<file path="src/rtl/mem_arbiter.sv">
// -----------------------------------------------------------------------------
// mem_arbiter
//
// Purpose:
//   Single-port memory arbiter. Shares one memory interface among NUM_REQ
//   requesters (control-unit fetch/data, DMA, debug). Accesses are serialised
//   with round-robin priority. The arbiter drives the read/write strobes,
//   address and write data to memory. It returns read data plus a one-cycle
//   completion pulse to the granted requester.
//
//   Transaction shape: one IDLE cycle samples the requests, then BUSY holds
//   until mem_ready, then one RESP cycle pulses done (or err). A requester
//   that keeps req high is therefore re-granted at most every 3 cycles.
//
// Optional feature:
//   MEM_ARB_TIMEOUT_EN
//     - Defined: a wait counter aborts a BUSY phase after TIMEOUT cycles
//       without mem_ready. The abort pulses err instead of done.
//     - Undefined: BUSY waits indefinitely and err is tied to 0.
//
// Parameters:
//   NUM_REQ  number of requesters (2..8)
//   ADDR_W   address width
//   DATA_W   data width
//   TIMEOUT  max BUSY cycles waiting for mem_ready (timeout build only)
//
// Ports:
//   clk        in   rising-edge clock
//   rst_n      in   asynchronous active-low reset
//   req        in   per-requester access request (level)
//   req_wr     in   per-requester direction, 1=write 0=read
//   req_addr   in   packed addresses, requester i at [i*ADDR_W +: ADDR_W]
//   req_wdata  in   packed write data, same packing
//   gnt        out  one-hot grant, zero when idle
//   done       out  one-cycle completion pulse to the granted requester
//   err        out  one-cycle timeout pulse to the granted requester
//   rdata      out  data of the last completed read
//   mem_rd     out  memory read strobe
//   mem_wr     out  memory write strobe
//   mem_addr   out  memory address
//   mem_wdata  out  memory write data
//   mem_rdata  in   memory read data, valid with mem_ready
//   mem_ready  in   memory completion
// -----------------------------------------------------------------------------
module mem_arbiter #(
  parameter int NUM_REQ = 3,
  parameter int ADDR_W  = 32,
  parameter int DATA_W  = 32,
  parameter int TIMEOUT = 255
) (
  input  logic                      clk,
  input  logic                      rst_n,
  input  logic [NUM_REQ-1:0]        req,
  input  logic [NUM_REQ-1:0]        req_wr,
  input  logic [NUM_REQ*ADDR_W-1:0] req_addr,
  input  logic [NUM_REQ*DATA_W-1:0] req_wdata,
  output logic [NUM_REQ-1:0]        gnt,
  output logic [NUM_REQ-1:0]        done,
  output logic [NUM_REQ-1:0]        err,
  output logic [DATA_W-1:0]         rdata,
  output logic                      mem_rd,
  output logic                      mem_wr,
  output logic [ADDR_W-1:0]         mem_addr,
  output logic [DATA_W-1:0]         mem_wdata,
  input  logic [DATA_W-1:0]         mem_rdata,
  input  logic                      mem_ready
);

  localparam int PTR_W = (NUM_REQ > 1) ? $clog2(NUM_REQ) : 1;

  localparam logic [1:0] S_IDLE = 2'd0;
  localparam logic [1:0] S_BUSY = 2'd1;
  localparam logic [1:0] S_RESP = 2'd2;

  // ---------------------------------------------------------------------------
  // Helper functions
  // ---------------------------------------------------------------------------

  // Round-robin pick. The result is {found, index}. The scan runs from the
  // highest offset down, so the last hit is the one closest to the pointer.
  function automatic logic [PTR_W:0] f_pick(input logic [NUM_REQ-1:0] r,
                                            input logic [PTR_W-1:0]   p);
    logic [PTR_W:0] res;
    int             idx;
    res = '0;
    for (int k = NUM_REQ - 1; k >= 0; k--) begin
      idx = int'(p) + k;
      if (idx >= NUM_REQ) begin
        idx = idx - NUM_REQ;
      end else begin
        idx = idx;
      end
      if (r[idx]) begin
        res = {1'b1, idx[PTR_W-1:0]};
      end else begin
        res = res;
      end
    end
    return res;
  endfunction

  // One-hot vector with the bit at idx set.
  function automatic logic [NUM_REQ-1:0] f_onehot(input logic [PTR_W-1:0] idx);
    logic [NUM_REQ-1:0] v;
    v = '0;
    v[idx] = 1'b1;
    return v;
  endfunction

  // (idx + 1) mod NUM_REQ. The wrap is explicit because NUM_REQ need not be
  // a power of two.
  function automatic logic [PTR_W-1:0] f_next_ptr(input logic [PTR_W-1:0] idx);
    logic [PTR_W-1:0] nxt;
    if (idx == PTR_W'(NUM_REQ - 1)) begin
      nxt = '0;
    end else begin
      nxt = idx + PTR_W'(1);
    end
    return nxt;
  endfunction

  // ---------------------------------------------------------------------------
  // State
  // ---------------------------------------------------------------------------
  logic [1:0]         r_state;
  logic [PTR_W-1:0]   r_ptr;
  logic [NUM_REQ-1:0] r_gnt;
  logic [NUM_REQ-1:0] r_done;
  logic               r_mem_rd;
  logic               r_mem_wr;
  logic [ADDR_W-1:0]  r_mem_addr;
  logic [DATA_W-1:0]  r_mem_wdata;
  logic [DATA_W-1:0]  r_rdata;

  logic [PTR_W:0]     w_pick;
  logic               w_found;
  logic [PTR_W-1:0]   w_win;
  logic [ADDR_W-1:0]  w_addr;
  logic [DATA_W-1:0]  w_wdata;
  logic               w_wr;
  logic               w_timeout;

  // Arbitration decode: winner index and the winner's request fields.
  always_comb begin
    w_pick  = f_pick(req, r_ptr);
    w_found = w_pick[PTR_W];
    w_win   = w_pick[PTR_W-1:0];
    w_addr  = '0;
    w_wdata = '0;
    w_wr    = 1'b0;
    for (int i = 0; i < NUM_REQ; i++) begin
      if (w_win == PTR_W'(i)) begin
        w_addr  = req_addr[i*ADDR_W +: ADDR_W];
        w_wdata = req_wdata[i*DATA_W +: DATA_W];
        w_wr    = req_wr[i];
      end else begin
        w_addr  = w_addr;
        w_wdata = w_wdata;
        w_wr    = w_wr;
      end
    end
  end

`ifdef MEM_ARB_TIMEOUT_EN
  localparam int               CNT_W    = $clog2(TIMEOUT + 1);
  localparam logic [CNT_W-1:0] CNT_LAST = CNT_W'(TIMEOUT - 1);

  logic [CNT_W-1:0]   r_cnt;
  logic [NUM_REQ-1:0] r_err;

  // The count holds the BUSY cycles already spent without mem_ready. The
  // cycle that would make it reach TIMEOUT is the abort point. mem_ready on
  // that same edge still wins.
  assign w_timeout = (r_state == S_BUSY) && !mem_ready && (r_cnt == CNT_LAST);
  assign err       = r_err;

  // Wait counter and timeout pulse. The counter is zero whenever BUSY is entered.
  always_ff @(posedge clk or negedge rst_n) begin
    if (!rst_n) begin
      r_cnt <= '0;
      r_err <= '0;
    end else begin
      case (r_state)
        S_BUSY: begin
          if (w_timeout) begin
            r_err <= r_gnt;
            r_cnt <= '0;
          end else if (mem_ready) begin
            r_err <= '0;
            r_cnt <= '0;
          end else begin
            r_err <= '0;
            r_cnt <= r_cnt + CNT_W'(1);
          end
        end
        default: begin
          r_err <= '0;
          r_cnt <= '0;
        end
      endcase
    end
  end
`else
  assign w_timeout = 1'b0;
  assign err       = {NUM_REQ{1'b0}};
`endif

  // Main FSM plus memory-side and requester-side output registers.
  always_ff @(posedge clk or negedge rst_n) begin
    if (!rst_n) begin
      r_state     <= S_IDLE;
      r_ptr       <= '0;
      r_gnt       <= '0;
      r_done      <= '0;
      r_mem_rd    <= 1'b0;
      r_mem_wr    <= 1'b0;
      r_mem_addr  <= '0;
      r_mem_wdata <= '0;
      r_rdata     <= '0;
    end else begin
      case (r_state)
        S_IDLE: begin
          r_done <= '0;
          if (w_found) begin
            r_state     <= S_BUSY;
            r_ptr       <= f_next_ptr(w_win);
            r_gnt       <= f_onehot(w_win);
            r_mem_rd    <= ~w_wr;
            r_mem_wr    <= w_wr;
            r_mem_addr  <= w_addr;
            r_mem_wdata <= w_wdata;
          end else begin
            r_state     <= S_IDLE;
            r_gnt       <= '0;
            r_mem_rd    <= 1'b0;
            r_mem_wr    <= 1'b0;
            r_mem_addr  <= '0;
            r_mem_wdata <= '0;
          end
        end

        // Requester inputs are deliberately ignored here.
        // A dropped req does not abort an access that is already in flight.
        S_BUSY: begin
          if (mem_ready) begin
            r_state  <= S_RESP;
            r_done   <= r_gnt;
            r_mem_rd <= 1'b0;
            r_mem_wr <= 1'b0;
            if (r_mem_rd) begin
              r_rdata <= mem_rdata;
            end else begin
              r_rdata <= r_rdata;
            end
          end else if (w_timeout) begin
            r_state  <= S_RESP;
            r_done   <= '0;
            r_mem_rd <= 1'b0;
            r_mem_wr <= 1'b0;
          end else begin
            r_state <= S_BUSY;
          end
        end

        // Single response cycle. The grant is still visible while done/err
        // pulse, then everything except rdata returns to zero.
        S_RESP: begin
          r_state     <= S_IDLE;
          r_gnt       <= '0;
          r_done      <= '0;
          r_mem_rd    <= 1'b0;
          r_mem_wr    <= 1'b0;
          r_mem_addr  <= '0;
          r_mem_wdata <= '0;
        end

        // Unreachable encoding: recover to a clean idle.
        default: begin
          r_state     <= S_IDLE;
          r_gnt       <= '0;
          r_done      <= '0;
          r_mem_rd    <= 1'b0;
          r_mem_wr    <= 1'b0;
          r_mem_addr  <= '0;
          r_mem_wdata <= '0;
        end
      endcase
    end
  end

  assign gnt       = r_gnt;
  assign done      = r_done;
  assign rdata     = r_rdata;
  assign mem_rd    = r_mem_rd;
  assign mem_wr    = r_mem_wr;
  assign mem_addr  = r_mem_addr;
  assign mem_wdata = r_mem_wdata;

endmodule

</file>
<file path="config.mk">
export PLATFORM = sky130hd
export DESIGN_NAME = mem_arbiter
export DESIGN_NICKNAME = d
export VERILOG_FILES = /design/src/rtl/mem_arbiter.sv
export SDC_FILE = /design/constraint.sdc
export NUM_CORES = 1
export LEC_CHECK = 0
export CAP_MARGIN = 5
export CORE_MARGIN = 3
export CORE_UTILIZATION = 35
export DETAILED_ROUTE_END_ITERATION = 12
export PLACE_DENSITY = 0.78
export SLEW_MARGIN = 20
export SYNTH_ARGS = -nofsm -noshare
export SYNTH_HDL_FRONTEND = slang
export SYNTH_SLANG_ARGS = --single-unit
</file>
<file path="constraint.sdc">
create_clock -name clk -period 2.2 [get_ports clk]
set_clock_uncertainty 0.05 [all_clocks]
set_input_delay 0.22 -clock clk [delete_from_list [all_inputs] [get_ports clk]]
set_output_delay 0.22 -clock clk [all_outputs]
set_load 0.005 [all_outputs]
</file>
# Word-level counts from Yosys, hierarchy flattened
# Cells that the tools add are included.
# classes
n_eq_ne,4
n_bitwise,1
n_reduce_logical,5
muxes,43
magnitude_cmp,8
add_sub_neg,6
# op_table
cell,n
32-bit 2-to-1 mux,11
32-bit one-hot mux with 2 select lines,2
"32-bit by 4-bit less-than comparator with 1-bit output, second input constant",3
3-bit 2-to-1 mux,6
1-bit 2-to-1 mux,14
"3-bit by 2-bit subtractor with 4-bit output, second input constant",2
1-bit binary-select mux with 2-bit select,3
"3-bit by 2-bit greater-or-equal comparator with 1-bit output, second input constant",2
3-bit one-hot mux with 2 select lines,1
"2-bit by 1-bit equality test with 1-bit output, second input constant",2
2-bit zero test,2
2-bit 2-to-1 mux,2
1-bit one-hot mux with 2 select lines,2
2-bit one-hot mux with 2 select lines,1
"2-bit by 1-bit adder with 3-bit output, second input constant",1
"2-bit by 2-bit adder with 3-bit output, second input constant",1
"2-bit by 3-bit less-than comparator with 1-bit output, second input constant",1
3-bit AND reduction,1
"2-bit by 2-bit subtractor with 3-bit output, second input constant",1
"2-bit by 1-bit adder with 2-bit output, second input constant",1
1-bit demux with 2-bit select,1
"2-bit equality test, second input constant",1
"2-bit by 1-bit greater-or-equal comparator with 1-bit output, second input constant",1
"2-bit greater-or-equal comparator, second input constant",1
other kinds (4),4
# totals
word_cells,76
inputBits,233
ff_bits,108
output_inout_bits,107

# Depth between registers and ports, before layout
# Gate-level depths: netlist of the first run.
# logic_depth
depth_word,16
ltp_mapped,11

# Worst setup path before layout of the first run
# No wires, ideal clock.
# synth_path
kind,flip-flop to flip-flop
startpoint,register r_ptr[0]
endpoint,register r_mem_wr (netlist: mem_wr)
required_time_ns,2.028
arrival_ns,1.913
synth_period_minus_slack_ns,2.085
stages_incl_launch_ff,11
n_path_buf,3
path_slack_ns,0.115
setup_ns,0.122
path_cell_list,dfrtp_1 > inv_1 > ha_1 > buf_4 > nor2b_1 > o221ai_2 > and2_1 > buf_2 > buf_6 > a31oi_1 > a32o_1
# synth_between
elab_chain_cells,15
# synth_lines
element,line_no,text
start: declaration,126,logic [PTR_W-1:0] r_ptr;
start signal: assignment,226,r_ptr <= f_next_ptr(w_win);
2-bit by 2-bit adder with 3-bit output,87,idx = int'(p) + k;
3-bit by 2-bit subtractor with 4-bit output / 3-bit by 2-bit greater-or-equal comparator with 1-bit output (equally long branches),"89, 88",
32-bit 2-to-1 mux,88,if (idx >= NUM_REQ) begin
1-bit binary-select mux with 2-bit select,93,if (r[idx]) begin
1-bit 2-to-1 mux (implied by the code) (2 in series),93,
3-bit 2-to-1 mux (2 in series),93,
3-bit 2-to-1 mux *,93,
2-bit zero test,152,if (w_win == PTR_W'(i)) begin
1-bit 2-to-1 mux (3 in series),152,
1-bit 2-to-1 mux *,224,if (w_found) begin
1-bit one-hot mux with 2 select lines *,221,case (r_state)
end signal: assignment,229,r_mem_wr <= w_wr;
end: declaration,130,logic r_mem_wr;
# Every way passes the cells marked *; elsewhere a longest branch is shown, timed or not. The select of a mux whose other input is x is not followed.
# A chain may end at the register's enable or synchronous reset.

# Final worst setup path of the first run
# layout_path
startpoint,register r_ptr[1]
endpoint,register r_mem_wdata[8] (netlist: mem_wdata[8])
# layout_between
elab_chain_cells,15
# layout_lines
element,line_no,text
2-bit by 2-bit adder with 3-bit output,87,
3-bit by 2-bit subtractor with 4-bit output / 3-bit by 2-bit greater-or-equal comparator with 1-bit output (equally long branches),"89, 88",
32-bit 2-to-1 mux,88,
1-bit binary-select mux with 2-bit select,93,
1-bit 2-to-1 mux (implied by the code) (2 in series),93,
3-bit 2-to-1 mux (2 in series),93,
3-bit 2-to-1 mux *,93,
2-bit zero test,152,
32-bit 2-to-1 mux (3 in series),152,
32-bit 2-to-1 mux *,224,
32-bit one-hot mux with 2 select lines *,221,
end signal: assignment,231,r_mem_wdata <= w_wdata;
end: declaration,132,logic [DATA_W-1:0] r_mem_wdata;
# Marked as above.

==> results.md, run 1 <==
- The run finished, with violations left.
- The final reports fail on setup timing.
- Clock-pin slew was measured on the worst setup and hold paths at 0.08 ns.
- The cell area power density is 1310 nW/um^2.
- The area of the die is 18600 um^2.
- The synthesized netlist contains 46 unique library cells.
- The wire-length estimate of the detail-placed layout is 16.1 mm.
- The internal reg-to-reg setup slack is -0.01 ns.
- The longest clock path from root to sink contains 2 buffers.
- The most critical setup path has its endpoint at mem_wdata[8].
- Excluding fillers, the count of instances in the completed layout stands at 1127.
- The number of detailed-route iterations in the first pass is 6.
- The via count of the first global-routing pass is 6073.
- Of the total power, registers draw 0.235.
- Setup repair after global routing could not meet its margin everywhere.
- STA classifies the critical path endpoint as a flip-flop.
- The critical path in this run is classified as flip-flop to flip-flop.
- The hold violation count in the final report is 0.
- The top fanout value on the critical path is 8.
- The required time reported for the critical path endpoint is 2.39 ns.
- Wires add up to 22.6 mm.
- For this design the top-level I/O count stands at 340.
- The final-stage net count is 1142.
- The die is 136 um tall.
- Across the whole layout, storage elements account for 2700 um^2.
- The startpoint of the most critical setup path is r_ptr[1].
- The initial antenna violation count is 0.
- The TritonCTS clock tree is built.
- STA classifies the critical path startpoint as a flip-flop.
- CTS built an H-tree with a depth of 3.
- The pin count of the biggest net entering global routing is 48.
- The worst register-to-register path ends at mem_wdata[8].
- The area of the core is 16200 um^2.
- Input and output buffers added on the ports amount to 336.
- The DRC marker count from the first detailed-route iteration is 294.
- The share of the yosys chip area belonging to registers is 0.455.
- By area the synthesized netlist is led by sky130_fd_sc_hd__dfrtp_1 46%, sky130_fd_sc_hd__o31ai_2 5.7%, sky130_fd_sc_hd__a221oi_1 5.6%.
- The net switching component of the power is 5.30 mW.
- The Yosys step of the flow raised 0 warnings.
- The total congestion overflow after global routing is 0.
- The worst hold slack is 0.384 ns.
- The total standard cell area after synthesis is 5940 um^2.
- The data arrival time of the worst path is 2.40 ns.
- The largest individual stage delay along the critical path comes from the cell sky130_fd_sc_hd__dfrtp_2.
- The total area of multi-input combinational cells is 3190 um^2.
- The floorplan has 46 rows.
- The first global-routing pass estimated 32.6 mm of wire.
- The startpoint of the tightest hold check path is req[1].
- The cell at the root of the clock tree is sky130_fd_sc_hd__clkbuf_16.
- Synthesis handed over a netlist of 566 instances.
- The share of final-layout standard cells stronger than drive strength 1 is 0.187.
- The share of total power dissipated in the clock network is 0.139.
- Derived from the worst setup path, the maximum achievable clock frequency is 451 MHz.
- The overall fraction of global-route tracks in use is 0.226.
- The repair_antennas step left the layout with diodes totalling 0.
- In the synthesized netlist the dominant register cell turns out to be sky130_fd_sc_hd__dfrtp_1.
- On the worst path, the slowest cell contributes a delay of 0.45 ns.
- The switching fraction of total power is 0.380.
- The slew of the pin with the lowest slew margin is 0.782 ns.
- The total design power is 14.0 mW.
- The peak ir drop on the vdd network is 865 uV.
- The largest total area in the synthesized netlist belongs to sky130_fd_sc_hd__dfrtp_1.
- The commonest cells after synthesis are 108 x sky130_fd_sc_hd__dfrtp_1, 70 x sky130_fd_sc_hd__nand2_1, 50 x sky130_fd_sc_hd__nor2_1.
- For the worst flop-to-flop path, the logic depth is 9.
- From synthesis to final layout, the design area changed by 78.8%.
- Measured along the x axis, the die boundary spans 136 um.
- The final routed wire length divided by cell count is 20.0 um.
- After layout, the worst setup slack is -0.0149 ns.
- The share of total power dissipated in combinational logic is 0.626.
- The type of the tightest min-delay check is primary input to flip-flop.
- The number of buffers inserted during clock tree synthesis is 9.
- The post-synthesis register bit count is 108.
- The number of flops mapped to enable cells by yosys is 0.
- The fraction of synthesized cell area taken by the top area cell type is 0.455.
- In this run the remaining antenna-violating nets after routing total 0.
- The cell-internal power is 8.66 mW.
- Using the TritonRoute via totals, the vias-per-cell ratio works out to 5.30.
- The mean instance size in the synthesized netlist is 10.5 um^2.
- The minimum clock period after layout is 2.21 ns.
- The number of slew-limit violations in the final report came to 0.
- The later pin in the worst-skew pair is clocked with a latency of 0.35 ns.
- After filler insertion, the fill cell instance count of the layout stands at 1291.
- The remaining routing DRC violations is 0.
- The signal on the critical path passes through ha_4 -> buf_6 -> nor4b_2 -> o21ai_2 -> nand2_4 -> buf_12 -> clkbuf_16 -> a221oi_1 -> o31ai_2.
- In the finished design, the share of the clock period the worst path needs comes to 1.01.
- Max-cap violations in this run came to 0.
- Of all flip-flops after synthesis, the portion carrying an async set or reset was 1.00.
- The most common cell in the netlist is sky130_fd_sc_hd__dfrtp_1.
- The relative slew slack is 0.477.
- Once placement completed, the tool counted placed cells totaling 1099.
- The number of setup violations in the final report is 2.
- The worst reg2reg path startpoint is r_ptr[1].
- The static power due to leakage is 4.27 nW.
- For this configuration, the core starts out at a cell density of 0.366.
- At the end of routability-driven placement, the weighted congestion stood at 0.859.
- After routing, the total negative slack on setup checks comes to -0.0175 ns.
- The total number of vias is 5968.
- The CTS sink count is 108.
per-layer routing:
layer,GRT usage,share of wire,vias to the layer above
met5,0,0,-
met4,0.0913,0.030,0
met3,0.0637,0.10,49
met2,0.395,0.50,317
met1,0.260,0.36,2862
li1,-,-,2740
repair_timing:
item | CTS | global route
pin swaps | 2 | 10
buffers inserted | 2 | 0
hold buffers | 1 | 0
endpoints found under the setup margin | 64 | 67
resized for setup | 10 | 49
hold endpoints to repair | 45 | 0
cloned | 2 | 8
registers in the layout, summed over array words and instances (netlist names):
name       cells
r_state        2
mem_rd         1
rdata         32
gnt            3
mem_wr         1
mem_addr      32
mem_wdata     32
done           3
r_ptr          2
metrics by stage:
step,worst slack [ns],area [um^2],utilization
after floorplan,0.115,5940,-
after global placement,-0.0318,9720,0.599
after detailed placement,-0.101,9720,0.599
after CTS,0.00316,10200,0.629
after global routing,-0.0894,10600,0.654
final,-0.0149,10600,0.654
power by group through the flow:
stage          Clock, mW  Sequential [mW]  Combinational, mW
3_3_place_gp           0             3.28               7.29
2_1_floorplan          0             3.32               3.79
6_report            1.93             3.29               8.74
5_1_grt             2.07             3.37               9.32
4_1_cts             1.99             3.29               7.81
3_5_place_dp           0             3.31               7.43
cell type report:
| class | count | area share |
|---|---|---|
| Clock inverter | 7 | 0.0124 |
| Timing Repair Buffer | 382 | 0.384 |
| Multi-Input combinational cell | 400 | 0.300 |
| Tap cell | 216 | 0.0255 |
| Clock buffer | 9 | 0.0212 |
| Sequential cell | 108 | 0.255 |
| Inverter | 5 | 0.00177 |
critical path, delay by kind of cell, from the launching register on:
family,cells,cell delay (ns)
flip-flops,1,0.45
buffers and inverters,3,0.46
AND/OR/NAND/NOR,2,0.28
adder cells (fa/ha/maj),1,0.28
AO/OA/AOI/OAI,3,0.56
how the worst min path moves through the flow:
stage | to | cells past startpoint
floorplan | done[0] | 0
global placement | mem_addr[7] | 1
detailed placement | mem_addr[7] | 1
CTS | mem_rd | 4
global route | mem_addr[22] | 3
finish | mem_rd | 4
cell families (layout without fill, tap and decap cells):
family,count (synthesis),in the layout,share of synthesized area
compound gates,130,130,0.205
flops,108,108,0.455
fa+ha+maj,3,3,0.00632
other cells,1,3,0.000632
mux,58,58,0.105
simple gates,205,206,0.168
buf+inv,61,403,0.0603
cells in the final DEF (no fill, tap or decap), types with 4 or more instances in the layout:
| master | instances |
|---|---|
| sky130_fd_sc_hd__o221ai_1 | 12 |
| sky130_fd_sc_hd__nand3_1 | 20 |
| sky130_fd_sc_hd__mux2_2 | 21 |
| sky130_fd_sc_hd__clkdlybuf4s50_1 | 334 |
| sky130_fd_sc_hd__clkbuf_16 | 15 |
| sky130_fd_sc_hd__o221ai_2 | 8 |
| sky130_fd_sc_hd__buf_4 | 17 |
| sky130_fd_sc_hd__mux2_1 | 12 |
| sky130_fd_sc_hd__a221oi_2 | 13 |
| sky130_fd_sc_hd__buf_12 | 17 |
| sky130_fd_sc_hd__mux2i_1 | 19 |
| sky130_fd_sc_hd__o31ai_2 | 35 |
| sky130_fd_sc_hd__o21ai_1 | 5 |
| sky130_fd_sc_hd__a221oi_1 | 29 |
| sky130_fd_sc_hd__dfrtp_1 | 107 |
| sky130_fd_sc_hd__mux2i_2 | 4 |
| sky130_fd_sc_hd__nand2b_1 | 5 |
| sky130_fd_sc_hd__o31ai_1 | 8 |
| sky130_fd_sc_hd__nor2_1 | 50 |
| sky130_fd_sc_hd__and2_1 | 45 |
| sky130_fd_sc_hd__nand2_1 | 70 |
(Power assumes the default switching activity.)
==> run 2: changes to the inputs <==
--- a/config.mk
+++ b/config.mk
@@ -6,10 +6,11 @@
 export NUM_CORES = 1
 export LEC_CHECK = 0
 export CAP_MARGIN = 5
-export CORE_MARGIN = 3
-export CORE_UTILIZATION = 35
+export CORE_AREA = 3 3 132 134
 export DETAILED_ROUTE_END_ITERATION = 12
-export PLACE_DENSITY = 0.78
+export DIE_AREA = 0 0 135 137
+export DONT_BUFFER_PORTS = 1
+export PLACE_DENSITY = 0.52
 export SLEW_MARGIN = 20
 export SYNTH_ARGS = -nofsm -noshare
 export SYNTH_HDL_FRONTEND = slang
==> run 2 against run 1 <==
Compared with the run above: cell area down 19%; combinational power up 4.7%; non-clock buffer count down 268; final cell count down 23%; clock power down 9%; clock-buffer cell count unchanged; die area down 0.36%; the flow finishes with violations (hold timing, setup timing); sequential share of layout area up 5.8 points; routed wire length up 6.0%.
==> results.md, run 2 (synthesis gave the netlist of run 1 again) <==
- The flow ran to the end, but the final reports show violations.
- The final reports fail on hold timing, setup timing.
- The clock network fraction of design power came to 0.121 (-0.018).
- The number of setup violations in the final report is 23 (+21).
- The stage delay of the slowest cell on the critical path came to 0.45 ns (about the same).
- The CTS sink count came to 108 (unchanged).
- The setup slack after placement was -0.397 ns (-0.297 ns).
- Setup repair after global routing could not meet its margin everywhere.
- The placement row count was 47 (+2.2%).
- The switching fraction of total power is 0.422 (+0.0419).
- The min-delay analysis places its worst path in the category primary input to asynchronous set/reset pin.
- The overall fraction of global-route tracks in use is 0.217 (-0.00877).
- The total number of vias is 5204 (-13%).
- TritonCTS built the clock tree.
- The number of buffers inserted during clock tree synthesis is 9 (unchanged).
- The number of detailed-route iterations in the first pass was 5 (-1).
- The depth of the CTS H-tree is 3 (unchanged).
- The post-detailed-routing wire length is 23.9 mm (+6.0%).
- The net switching component of the power is 6.11 mW (+15%).
- The nature of the critical path startpoint is a flip-flop.
- Among cell families on the critical path, the largest total delay comes from compound AO/OA/AOI/OAI gates.
- Compared with the post-synthesis result, the final layout area differs by 45.4%.
- The HPWL reported at the end of detailed placement is 14.1 mm (-13%).
- The clock slew seen by the registers of the worst setup and hold paths came to 0.07 ns (about the same).
- The data arrival time of the worst path is 2.41 ns (about the same).
- The worst-case setup margin in the final layout is -0.0423 ns (-0.0273 ns).
- The total congestion overflow after global routing is 0 (unchanged).
- In the layout the commonest cells are 107 x sky130_fd_sc_hd__dfrtp_1, 69 x sky130_fd_sc_hd__nand2_1, 45 x sky130_fd_sc_hd__and2_1, 40 x sky130_fd_sc_hd__dlygate4sd3_1, 31 x sky130_fd_sc_hd__a221oi_2.
- The worst setup path is of the flip-flop to flip-flop kind.
- The achievable clock frequency came to 446 MHz (-1.2%).
- The hold violation count in the final report is 109 (+109).
- The via count of the first global-routing pass is 5283 (-13%).
- The peak ir drop on the vdd network is 722 uV (-17%).
- The worst hold slack is -0.487 ns (-0.872 ns).
- The initial cell density of the core is 0.362 (-0.00393).
- The minimum clock period after layout is 2.24 ns (+0.0273 ns).
- Walking the worst path, the cells encountered are inv_2 -> ha_4 -> buf_6 -> nor2b_4 -> a22oi_1 -> a221o_2 -> buf_6 -> nand3_4 -> clkbuf_16 -> o221ai_1.
- The number of maximum-capacitance violations was 0 (unchanged).
- The slew of the pin with the lowest slew margin is 0.804 ns (+0.0220 ns).
- The final routed wire length divided by cell count is 27.7 um (+38%).
- The tree is rooted in a sky130_fd_sc_hd__clkbuf_16.
- The ratio of final minimum period to clock period came to 1.02 (+0.0124).
- The area of the die is 18500 um^2 (-0.36%).
- The number of buffers and inverters on the critical path is 4 (+1).
- The clock latency on the worst-skew pair is 0.35 ns (about the same).
- The y dimension of the die is 137 um (+0.56%).
- The cell repeated most along the worst path is sky130_fd_sc_hd__buf_6.
- The static power due to leakage is 3.47 nW (-19%).
- The via count normalized by instance count is 6.02 (+14%).
- The total design power is 14.5 mW (+3.8%).
- The antenna cell count is 0 (unchanged).
- The combinational share of power is 0.631 (+0.005).
- The cell area power density is 1680 nW/um^2 (+28%).
- The number of placed I/O pins is 340 (unchanged).
- The final-stage net count is 876 (-23%).
- The endpoint type of the worst setup path is a flip-flop.
- The number of input and output port buffers inserted was 0 (-100%).
- The remaining routing DRC violations is 0 (unchanged).
- The pin count of the biggest net entering global routing came to 109 (+130%).
- The top fanout value on the critical path is 5 (-3).
- The cell-internal power is 8.38 mW (-3.2%).
- On the critical path, the stage with the largest delay is an instance of sky130_fd_sc_hd__dfrtp_2.
- The x dimension of the die is 135 um (-0.91%).
- The global-route wire length before repair is 30.6 mm (-6.0%).
- The DRC marker count from the first detailed-route iteration was 228 (-22%).
- The number of slew-limit violations in the final report is 0 (unchanged).
- The post-detailed-route count of antenna-violating nets came to 0 (unchanged).
- The initial antenna violation count was 0 (unchanged).
- The relative slew slack is 0.464 (-0.0128).
- The required time reported for the critical path endpoint is 2.37 ns (-0.02 ns).
- The share of final-layout standard cells stronger than drive strength 1 is 0.421 (+0.234).
- The most common library cell in the layout ignoring fill and taps is sky130_fd_sc_hd__dfrtp_1.
- The part of the power in registers was 0.248 (+0.013).
- The area of the core is 16400 um^2 (+1.1%).
- The maximum buffer depth of the clock tree is 2 (unchanged).
- The placer congestion estimate is 0.829 (-3.4%).
[run 2: changes by cell type in the layout (fill, tap and decap cells not counted), moves of 18 or more]
cell and change:
sky130_fd_sc_hd__a221oi_2 +18, sky130_fd_sc_hd__clkdlybuf4s50_1 -334, sky130_fd_sc_hd__dlygate4sd3_1 +39, sky130_fd_sc_hd__a221oi_1 -23, sky130_fd_sc_hd__nor2_1 -25, sky130_fd_sc_hd__nor2_2 +21
[run 2: repair_timing]
action | 4_1_cts | 5_1_grt
endpoints found under the hold margin | 151 | 110
hold buffers | 38 | 2
endpoints found under the setup margin | 72 | 71
setup buffers | 14 | 8
pin swaps | 16 | 23
cloned | 10 | 15
gates resized for setup | 89 | 100
[run 2: final timing paths]
check                        startpoint            end  slack, ns  cells after the start
max in group asynchronous         rst_n  mem_wdata[28]       2.44                      0
max                            r_ptr[1]  mem_wdata[28]      -0.04                     10
max reg2reg                    r_ptr[1]  mem_wdata[28]      -0.04                     10
min                               rst_n      rdata[26]      -0.49                      0
min reg2reg                mem_wdata[5]   mem_wdata[5]       0.47                      2
min in group clk           req_addr[44]   mem_addr[12]      -0.01                      2
[run 2: final cells by class]
type	count	area, um^2
flip-flops and latches	108	2700
clock buffers	9	225
repair buffers	114	1580
well taps	220	275
fillers	1372	7770
clock inverters	6	87.6
inverters	5	18.8
multi-input cells	402	3740
[run 2: per-layer routing]
metal / wire, um / vias up / global-route usage
li1: - / 2231 / -
met1: 8800 / 2596 / 0.244
met2: 12500 / 343 / 0.392
met3: 2220 / 34 / 0.0621
met4: 461 / 0 / 0.0801
met5: 0 / - / 0
[run 2: per-stage QoR]
step	setup TNS, ns	instances	area, um^2	util
finish	-0.424	864	8630	0.526
global route	-4.90	864	8630	0.526
CTS	-0.195	840	7750	0.472
detailed placement	-15.26	763	6210	0.379
global placement	-10.94	763	6210	0.379
floorplan	0	568	5940	-
[run 2: power by group through the flow]
stage          combinational (mW)  clock, mW  sequential, mW
2_1_floorplan                3.79          0            3.32
3_3_place_gp                 4.84          0            3.60
3_5_place_dp                 5.02          0            3.62
4_1_cts                      7.10       1.79            3.60
5_1_grt                      9.62       1.86            3.67
6_report                     9.15       1.75            3.59
==> run 3: changes to the inputs <==
--- a/config.mk
+++ b/config.mk
@@ -10,7 +10,7 @@
 export DETAILED_ROUTE_END_ITERATION = 12
 export DIE_AREA = 0 0 135 137
 export DONT_BUFFER_PORTS = 1
-export PLACE_DENSITY = 0.52
+export PLACE_DENSITY = 0.5
 export SLEW_MARGIN = 20
 export SYNTH_ARGS = -nofsm -noshare
 export SYNTH_HDL_FRONTEND = slang
==> constraint.sdc (replaced) <==
create_clock -name clk -period 2.3 [get_ports clk]
set_clock_uncertainty 0.05 [all_clocks]
set_input_delay 0.23 -clock clk [delete_from_list [all_inputs] [get_ports clk]]
set_output_delay 0.23 -clock clk [all_outputs]
set_load 0.05 [all_outputs]
==> run 3 against run 2 <==
Compared with the run above: the run ends with hold timing left; sequential share of layout area rose by 7.5 points; fmax rose by 0.12%; global-route usage fell by 2.2 points; sequential power rose by 64%; non-clock buffer count fell by 52; cell area fell by 19%; via count fell by 11%.
==> results.md, run 3 (synthesis gave the netlist of run 1 again) <==
- The run finished, with violations left.
- The checks that failed: hold timing.
- The worst setup path is launched from a flip-flop.
- The total congestion overflow after global routing is 0 (unchanged).
- The final-layout setup total negative slack came to 0 ns (+0.424 ns).
- The final cell count without fillers was 810 (-6.3%).
- The initial antenna violation count is 0 (unchanged).
- The CTS sink count is 108 (unchanged).
- The number of input and output port buffers inserted is 0 (unchanged).
- The placement row count is 47 (unchanged).
- The net switching component of the power is 6.77 mW (+11%).
- The total design power is 12.6 mW (-13%).
- The remaining routing DRC violations was 0 (unchanged).
- The critical path is of the flip-flop to flip-flop type.
- The share of final-layout standard cells stronger than drive strength 1 is 0.195 (-0.226).
- The clock network fraction of design power is 0.134 (+0.013).
- The via count normalized by instance count is 5.74 (-4.6%).
- The required time reported for the critical path endpoint came to 2.48 ns (+0.11 ns).
- The cell area power density is 1810 nW/um^2 (+7.9%).
- The worst reg2reg path startpoint is r_ptr[0].
- The number of detailed-route iterations in the first pass is 4 (-1).
- The ratio of final minimum period to clock period came to 0.974 (-0.0455).
- The busiest metal layer after global routing is met2.
- The part of the power in registers is 0.466 (+0.218).
- Leaving out fill and tap cells, the most frequent cells in the layout are 108 x sky130_fd_sc_hd__dfrtp_1, 70 x sky130_fd_sc_hd__nand2_1, 50 x sky130_fd_sc_hd__nor2_1, 45 x sky130_fd_sc_hd__and2_1, 37 x sky130_fd_sc_hd__a221oi_1.
- The y dimension of the die is 137 um (unchanged).
- The minimum clock period after layout is 2.24 ns (-0.00262 ns).
- The final-stage net count is 821 (-6.3%).
- The hold-fix buffer count after cts is 34 (-11%).
- The depth of the CTS H-tree is 3 (unchanged).
- The number of buffers inserted during clock tree synthesis was 9 (unchanged).
- The switching fraction of total power was 0.537 (+0.115).
- The final routed wire length divided by cell count came to 24.1 um (-13%).
- The area of the core is 16400 um^2 (unchanged).
- The x dimension of the die came to 135 um (unchanged).
- The combinational share of power is 0.400 (-0.231).
- The total number of vias is 4653 (-11%).
- The overall fraction of global-route tracks in use is 0.195 (-0.0223).
- The peak ir drop on the vdd network is 649 uV (-10%).
- The data arrival time of the worst path came to 2.42 ns (about the same).
- The clock latency on the worst-skew pair is 0.35 ns (about the same).
- The maximum buffer depth of the clock tree was 2 (unchanged).
- The post-detailed-routing wire length is 19.5 mm (-18%).
- The area of the die is 18500 um^2 (unchanged).
- The initial cell density of the core is 0.362 (unchanged).
- In this run the worst hold path is classified as primary input to asynchronous set/reset pin.
- The HPWL reported at the end of detailed placement came to 14.0 mm (-0.66%).
- The hold violation count in the final report is 108 (-0.92%).
- The number of placed I/O pins is 340 (unchanged).
- The achievable clock frequency is 446 MHz (+0.12%).
- The number of slew-limit violations in the final report is 0 (unchanged).
- STA classifies the critical path endpoint as a flip-flop.
- The most common library cell in the layout ignoring fill and taps is sky130_fd_sc_hd__dfrtp_1.
- The DRC marker count from the first detailed-route iteration is 195 (-14%).
- The startpoint of the most critical setup path is r_ptr[0].
- The cell-internal power is 5.84 mW (-30%).
- The static power due to leakage is 2.87 nW (-17%).
- The filler cell count is 1529 (+11%).
- The post-detailed-route count of antenna-violating nets is 0 (unchanged).
- The placed instance area is 6170 um^2 (-0.64%).
- The clock slew seen by the registers of the worst setup and hold paths is 0.08 ns (about the same).
- The worst hold slack is -0.480 ns (+0.00733 ns).
- The number of maximum-capacitance violations came to 0 (unchanged).
- The global-route wire length before repair came to 27.7 mm (-9.6%).
- The via count of the first global-routing pass is 4772 (-9.7%).
- The post-synthesis to final-layout area growth is 17.4%.
- The number of placed cells counting well taps is 756 (-0.92%).
- The cell area after layout is 6970 um^2 (-19%).
- The relative slew slack is 0.480 (+0.0158).
- The slew of the pin with the lowest slew margin was 0.780 ns (-0.0237 ns).
- CTS placed an instance of sky130_fd_sc_hd__clkbuf_16 at the clock tree root.
- The number of setup violations in the final report is 0 (-100%).
- The placer congestion estimate is 0.802 (-3.3%).
- The pin count of the biggest net entering global routing is 109 (unchanged).
- The fraction of met2 tracks used by global routing is 0.347 (-0.0459).
- The top fanout value on the critical path is 14 (+9).
- The antenna cell count is 0 (unchanged).
- The TritonCTS clock tree is built.
- The met3 track demand over resource was 0.0625 (+0.000368).
- The met1 track demand over resource in global routing is 0.226 (-0.0181).
-- run 3: metrics by stage --
step	worst slack, ns	util
2_1_floorplan	0.215	-
3_3_place_gp	0.0613	0.376
3_5_place_dp	-0.0451	0.376
4_1_cts	0.00791	0.418
5_1_grt	-0.0430	0.425
6_report	0.0603	0.425
-- run 3: final timing paths --
| path | depth (start not counted) | to | slack (ns) |
|---|---|---|---|
| max in group asynchronous | 0 | mem_addr[8] | 2.41 |
| worst max register to register | 9 | mem_addr[26] | 0.06 |
| min in group clk | 2 | mem_wdata[0] | 0.02 |
| worst min register to register | 2 | r_ptr[0] | 0.59 |
| worst max-delay path | 9 | mem_addr[26] | 0.06 |
| worst min-delay path | 0 | rdata[10] | -0.48 |
-- run 3: timing repair --
action,4_1_cts,5_1_grt
endpoints found under the hold margin,145,108
endpoints found under the setup margin,19,63
gates cloned,0,2
buffers inserted,1,1
pin swaps,1,1
gates resized for setup,0,10
-- run 3: cell type report --
| class | count | area [um^2] | share of cell area |
|---|---|---|---|
| clock buffer | 10 | 229 | 0.0329 |
| multi-input combinational | 399 | 2950 | 0.423 |
| inverter | 5 | 18.8 | 0.00269 |
| tap | 220 | 275 | 0.0395 |
| clock inverter | 6 | 95.1 | 0.0136 |
| timing repair buffer | 62 | 702 | 0.101 |
| sequential | 108 | 2700 | 0.388 |
-- run 3: per-layer routing --
metal | up-vias | part of all wire
met5 | - | 0
met4 | 0 | 0.020
met3 | 22 | 0.093
met2 | 259 | 0.52
met1 | 2282 | 0.37
li1 | 2090 | -
-- run 3: critical path, stage by stage, from the launching register on --
cell,delay [ns]
sky130_fd_sc_hd__dfrtp_1,0.38
sky130_fd_sc_hd__inv_1,0.14
sky130_fd_sc_hd__ha_4,0.26
sky130_fd_sc_hd__nor2b_1,0.16
sky130_fd_sc_hd__o221ai_2,0.29
sky130_fd_sc_hd__nand2_4,0.15
sky130_fd_sc_hd__buf_12,0.18
sky130_fd_sc_hd__buf_4,0.16
sky130_fd_sc_hd__a221oi_1,0.22
sky130_fd_sc_hd__o31ai_1,0.12
-- run 3: power groups by stage --
stage	clock, mW	sequential [mW]	combinational (mW)
floorplan	0	5.67	3.63
global route	1.84	5.97	5.52
detailed placement	0	5.94	4.78
CTS	1.74	5.90	4.87
finish	1.69	5.88	5.05
global placement	0	5.93	4.64
